$ cat config.mk
export PLATFORM = sky130hd
export DESIGN_NAME = direct_interc_pipe
export DESIGN_NICKNAME = d
export VERILOG_FILES = /design/src/rtl/direct_interc_pipe.sv
export SDC_FILE = /design/constraint.sdc
export NUM_CORES = 1
export LEC_CHECK = 0
export ABC_AREA = 1
export CORE_AREA = 2 2 39 41
export CTS_CLUSTER_DIAMETER = 100
export DETAILED_ROUTE_END_ITERATION = 8
export DIE_AREA = 0 0 41 43
export GPL_TIMING_DRIVEN = 0
export RECOVER_POWER = 100
export SETUP_SLACK_MARGIN = 0.4
export SLEW_MARGIN = 5
export SYNTH_ARGS = -nofsm -noshare
export SYNTH_HDL_FRONTEND = slang
export SYNTH_SLANG_ARGS = --single-unit
$ cat constraint.sdc
create_clock -name clk -period 1.1 [get_ports clk]
set_input_delay 0.11 -clock clk [delete_from_list [all_inputs] [get_ports clk]]
set_output_delay 0.11 -clock clk [all_outputs]
set_load 0.03 [all_outputs]
$ cat src/rtl/direct_interc_pipe.sv
// ---------------------------------------------------------------------------
// direct_interc_pipe
//
// Configurable point-to-point interconnect. A 2-bit mode word, loaded serially
// through the configuration chain, selects the datapath behaviour:
//   0 BYPASS : out = in, out_valid = in_valid (combinational)
//   1 PIPE   : DEPTH-stage shift register for data and valid, no stall
//   2 HOLD   : capture register, loads on in_valid, holds otherwise
//   3 OFF    : out = 0, out_valid = 0
// While config_enable is high the chain shifts, and the datapath is flushed:
// outputs are gated to 0 immediately and all stages clear at the next edge.
//
// Ports
//   clk           fabric clock, all state on rising edge
//   resetb        asynchronous active-low reset
//   config_enable 1 = chain shifts, datapath flushed
//   ccff_head     configuration chain serial input
//   ccff_tail     configuration chain serial output (mode[1], registered)
//   in/in_valid   WIDTH-bit data in and its qualifier
//   out/out_valid WIDTH-bit data out and its qualifier
// ---------------------------------------------------------------------------
module direct_interc_pipe #(
    parameter int WIDTH = 1,
    parameter int DEPTH = 2
) (
    input  logic             clk,
    input  logic             resetb,
    input  logic             config_enable,
    input  logic             ccff_head,
    output logic             ccff_tail,
    input  logic [WIDTH-1:0] in,
    input  logic             in_valid,
    output logic [WIDTH-1:0] out,
    output logic             out_valid
);

    localparam logic [1:0] MODE_BYPASS = 2'd0;
    localparam logic [1:0] MODE_PIPE   = 2'd1;
    localparam logic [1:0] MODE_HOLD   = 2'd2;
    localparam logic [1:0] MODE_OFF    = 2'd3;

    logic [1:0]       mode_reg;
    logic [WIDTH-1:0] s_reg  [DEPTH];
    logic [WIDTH-1:0] s_next [DEPTH];
    logic [DEPTH-1:0] v_reg;
    logic [DEPTH-1:0] v_next;

    logic run_pipe;
    logic run_hold;

    // Stages only carry state in PIPE (all stages) and HOLD (stage 0);
    // everything else, and any cycle with config_enable, clears them.
    assign run_pipe = !config_enable && (mode_reg == MODE_PIPE);
    assign run_hold = !config_enable && (mode_reg == MODE_HOLD);

    genvar gi;
    generate
        for (gi = 0; gi < DEPTH; gi++) begin : g_stage
            if (gi == 0) begin : g_head
                // In HOLD, v_reg[0] doubles as the "loaded at least once" flag.
                assign s_next[gi] = run_pipe              ? in :
                                    (run_hold && in_valid) ? in :
                                    run_hold              ? s_reg[gi] : '0;
                assign v_next[gi] = run_pipe ? in_valid :
                                    run_hold ? (v_reg[gi] | in_valid) : 1'b0;
            end else begin : g_tail
                assign s_next[gi] = run_pipe ? s_reg[gi-1] : '0;
                assign v_next[gi] = run_pipe ? v_reg[gi-1] : 1'b0;
            end
        end
    endgenerate

    always_ff @(posedge clk or negedge resetb) begin
        if (!resetb) begin
            mode_reg <= MODE_BYPASS;
            v_reg    <= '0;
            for (int k = 0; k < DEPTH; k++) begin
                s_reg[k] <= '0;
            end
        end else begin
            // First bit shifted in ends up in mode[1] after two edges.
            if (config_enable) begin
                mode_reg <= {mode_reg[0], ccff_head};
            end
            v_reg <= v_next;
            for (int k = 0; k < DEPTH; k++) begin
                s_reg[k] <= s_next[k];
            end
        end
    end

    assign ccff_tail = mode_reg[1];

    // Output gating on resetb and config_enable is combinational so the bypass
    // path cannot leak data during reset or while the chain is reloading.
    always_comb begin
        out       = '0;
        out_valid = 1'b0;
        if (resetb && !config_enable) begin
            case (mode_reg)
                MODE_BYPASS: begin
                    out       = in;
                    out_valid = in_valid;
                end
                MODE_PIPE: begin
                    out       = s_reg[DEPTH-1];
                    out_valid = v_reg[DEPTH-1];
                end
                MODE_HOLD: begin
                    out       = s_reg[0];
                    out_valid = v_reg[0];
                end
                default: begin
                    out       = '0;
                    out_valid = 1'b0;
                end
            endcase
        end
    end

endmodule

==> flow_metrics.py <==
metrics = {
    "finish": {
        "nNetsFinal": 67,
        "multi_input_area_um2": 191,
        "regArea_um2": 153,
        "area_growth_syn_to_layout_pct": 86.1,
        "final_layout_size_suffix_gt1_frac": 0.583,
        "fillers": 151,
        "final_cells": 76,
        "antenna_cells": 0,
    },
    "global_routing": {
        "grt_pass1_wl_um": 1150,
        "grt_max_degree": 8,
        "gr-total-overflow": 0,
        "antenna_found_initial": 0,
        "grt_pass1_vias": 296,
        "track_usage": 0.0983,
    },
    "power_and_ir_drop": {
        "pwr_density_cell_nw_per_um2": 1150,
        "p_leak_uw": 0.000270,
        "ir_drop_uv": 509,
    },
    "setup_path": {
        "cp_common_cell": "nand3_2",
        "arrival_ns": 1.18,
        "slowest_stage": "dfrtp_2",
        "r2r-start": "mode_reg[1]",
        "reg2reg_depth": 6,
        "regToRegEndpoint": "s_reg[1]",
        "path_max_fanout": 5,
        "max_stage_delay_ns": 0.46,
        "crit_path_start_kind": "flip-flop",
        "critPathTopFamily": "flip-flops",
        "worstPathRequired_ns": 0.99,
        "worstSetupPathType": "reg -> out",
        "path_buf_inv": 3,
        "path_cells": "inv_4, nand3_2, nand3_2, nand2_2, inv_2, buf_6",
        "r2r_slack_ns": 0.02,
        "cp-end-kind": "output port",
    },
    "detailed_routing": {
        "routedWlPerCell_um": 10.5,
        "drt_iter0_markers": 0,
        "drtPass1Iterations": 1,
        "viasPerCell": 4.41,
        "ant_nets": 0,
        "drc_errors": 0,
        "num_vias": 335,
        "wl_um": 800,
    },
    "logic_synthesis": {
        "postSynthCellCount": 41,
        "syn-cell-area_um2": 305,
        "synth.distinct_cells": 9,
        "synth-seq-area-share": 0.492,
        "avgSynthCellArea_um2": 7.45,
        "syn-num-nets": 47,
        "synth_seq_cells": 6,
        "synth_warnings": 0,
    },
    "clock_network": {
        "cts_buffers": 3,
        "cts_tree": "done",
        "clkTransAtPathRegs_ns": 0.05,
        "cts_htree_levels": 1,
        "clock_latency_ns": 0.24,
        "cts_sinks": 6,
        "cts_max_path_buffers": 2,
        "cts_root_buf": "clkbuf_4",
    },
    "timing": {
        "whs_ns": -0.151,
        "grt_setup_unrepaired": "yes",
        "worst_pin_slew_ns": 0.292,
        "setup_viol": 2,
        "fin_crit_sh": 1.17,
        "finClkSkew_ns": 0.00897,
        "hold_viol": 6,
        "fmax_ghz": 0.775,
        "period_needed_ns": 1.29,
        "fin_ws_ns": -0.190,
        "slew_violations": 0,
        "relSlewSlack": 0.806,
    },
    "place": {
        "gp_congestion": 0.721,
        "dp_hpwl_um": 486,
        "io_buffers": 8,
        "dp.cells": 65,
    },
    "floorplan": {
        "die-height_um": 43,
        "die_area_um2": 1760,
        "rows": 14,
        "start_util": 0.221,
        "core-area_um2": 1380,
        "die_w_um": 41,
        "ios": 9,
    },
    "status": {
        "violations": "hold timing, setup timing",
        "status": "finished, violations left",
    },
    "job": {
        "maxCapViolCount": 0,
    },
    "worst_hold_path": {
        "hold_class": "in -> async",
    },
}
-- cells in the mapped netlist --
cell / n / area [um^2]
inv_1: 7 / 26.3
dfrtp_1: 6 / 150
inv_2: 2 / 7.51
nor2_1: 5 / 18.8
o21ai_1: 1 / 5.00
o21ai_0: 3 / 15.0
nand2_1: 4 / 15.0
nand4_1: 2 / 12.5
nand3_1: 11 / 55.1
-- cells in the final DEF (no fill, tap or decap) --
cell type / instances
nand4_1: 2
nand2_1: 2
clkbuf_1: 1
inv_4: 2
clkdlybuf4s50_1: 4
nand3_4: 1
nor2_1: 3
nand2_2: 2
dfrtp_1: 4
clkbuf_4: 3
o21ai_1: 2
dfrtp_2: 2
o21ai_2: 2
nand3_2: 8
dlygate4sd2_1: 1
inv_2: 3
buf_6: 4
inv_1: 4
buf_4: 6
nand3_1: 2
nor2_2: 2
-- power by group --
part	switching [uW]	internal (uW)
clock	74.1	137
sequential	22.4	237
combinational	93.8	87.9
-- worst max path at each step --
| stage | from | end | slack [ns] | cells past startpoint |
|---|---|---|---|---|
| after CTS | mode_reg[1] | out | -0.17 | 6 |
| final | mode_reg[0] | out | -0.19 | 6 |
| after global routing | mode_reg[0] | out | -0.27 | 6 |
| after detailed placement | resetb | out | -0.74 | 6 |
| after global placement | resetb | out_valid | -0.74 | 6 |
| after floorplan | mode_reg[1] | out | 0.08 | 5 |
-- logic make-up (layout without fill, tap and decap cells) --
group,after synthesis,after routing,synth area share
AND/OR/NAND/NOR,22,22,0.332
buffers and inverters,9,28,0.111
flip-flops,6,6,0.492
AO/OA/AOI/OAI,4,4,0.0655
-- repair_timing --
item / 4_1_cts / 5_1_grt
resized for setup: 25 / 17
buffers inserted: 3 / 4
endpoints found under the hold margin: 6 / 6
setup endpoints to repair: 9 / 9
pin swaps: 3 / 8
cloned: 0 / 0
-- routing by layer --
metal	GRT usage	routed length, um
met4	0.0800	0
met2	0.147	483
met5	0	0
met3	0.0157	13
met1	0.116	303
-- area by class of cell --
| cell class | instances | share of cell area |
|---|---|---|
| sequential | 6 | 0.269 |
| clock buffer | 4 | 0.0463 |
| timing repair buffer | 15 | 0.244 |
| tap | 16 | 0.0352 |
| multi-input combinational | 26 | 0.337 |
| inverter | 9 | 0.0683 |
-- stage by stage --
stage	total power [uW]	TNS [ns]	setup WS, ns	util	instance area [um^2]
4_1_cts	614	-0.425	-0.169	0.359	497
3_5_place_dp	368	-1.65	-0.740	0.303	419
5_1_grt	689	-0.560	-0.272	0.410	568
2_1_floorplan	316	0	0.0815	-	319
6_report	652	-0.371	-0.190	0.410	568
3_3_place_gp	367	-1.68	-0.741	0.303	419
-- worst register-to-register path: stages, from the launching register on --
cell and delay [ns]:
dfrtp_2 0.45, inv_4 0.10, buf_4 0.11, buf_6 0.10, nor2_2 0.03, nand4_1 0.07, nand3_1 0.08
No activity file was read; power rests on OpenSTA's default activity.
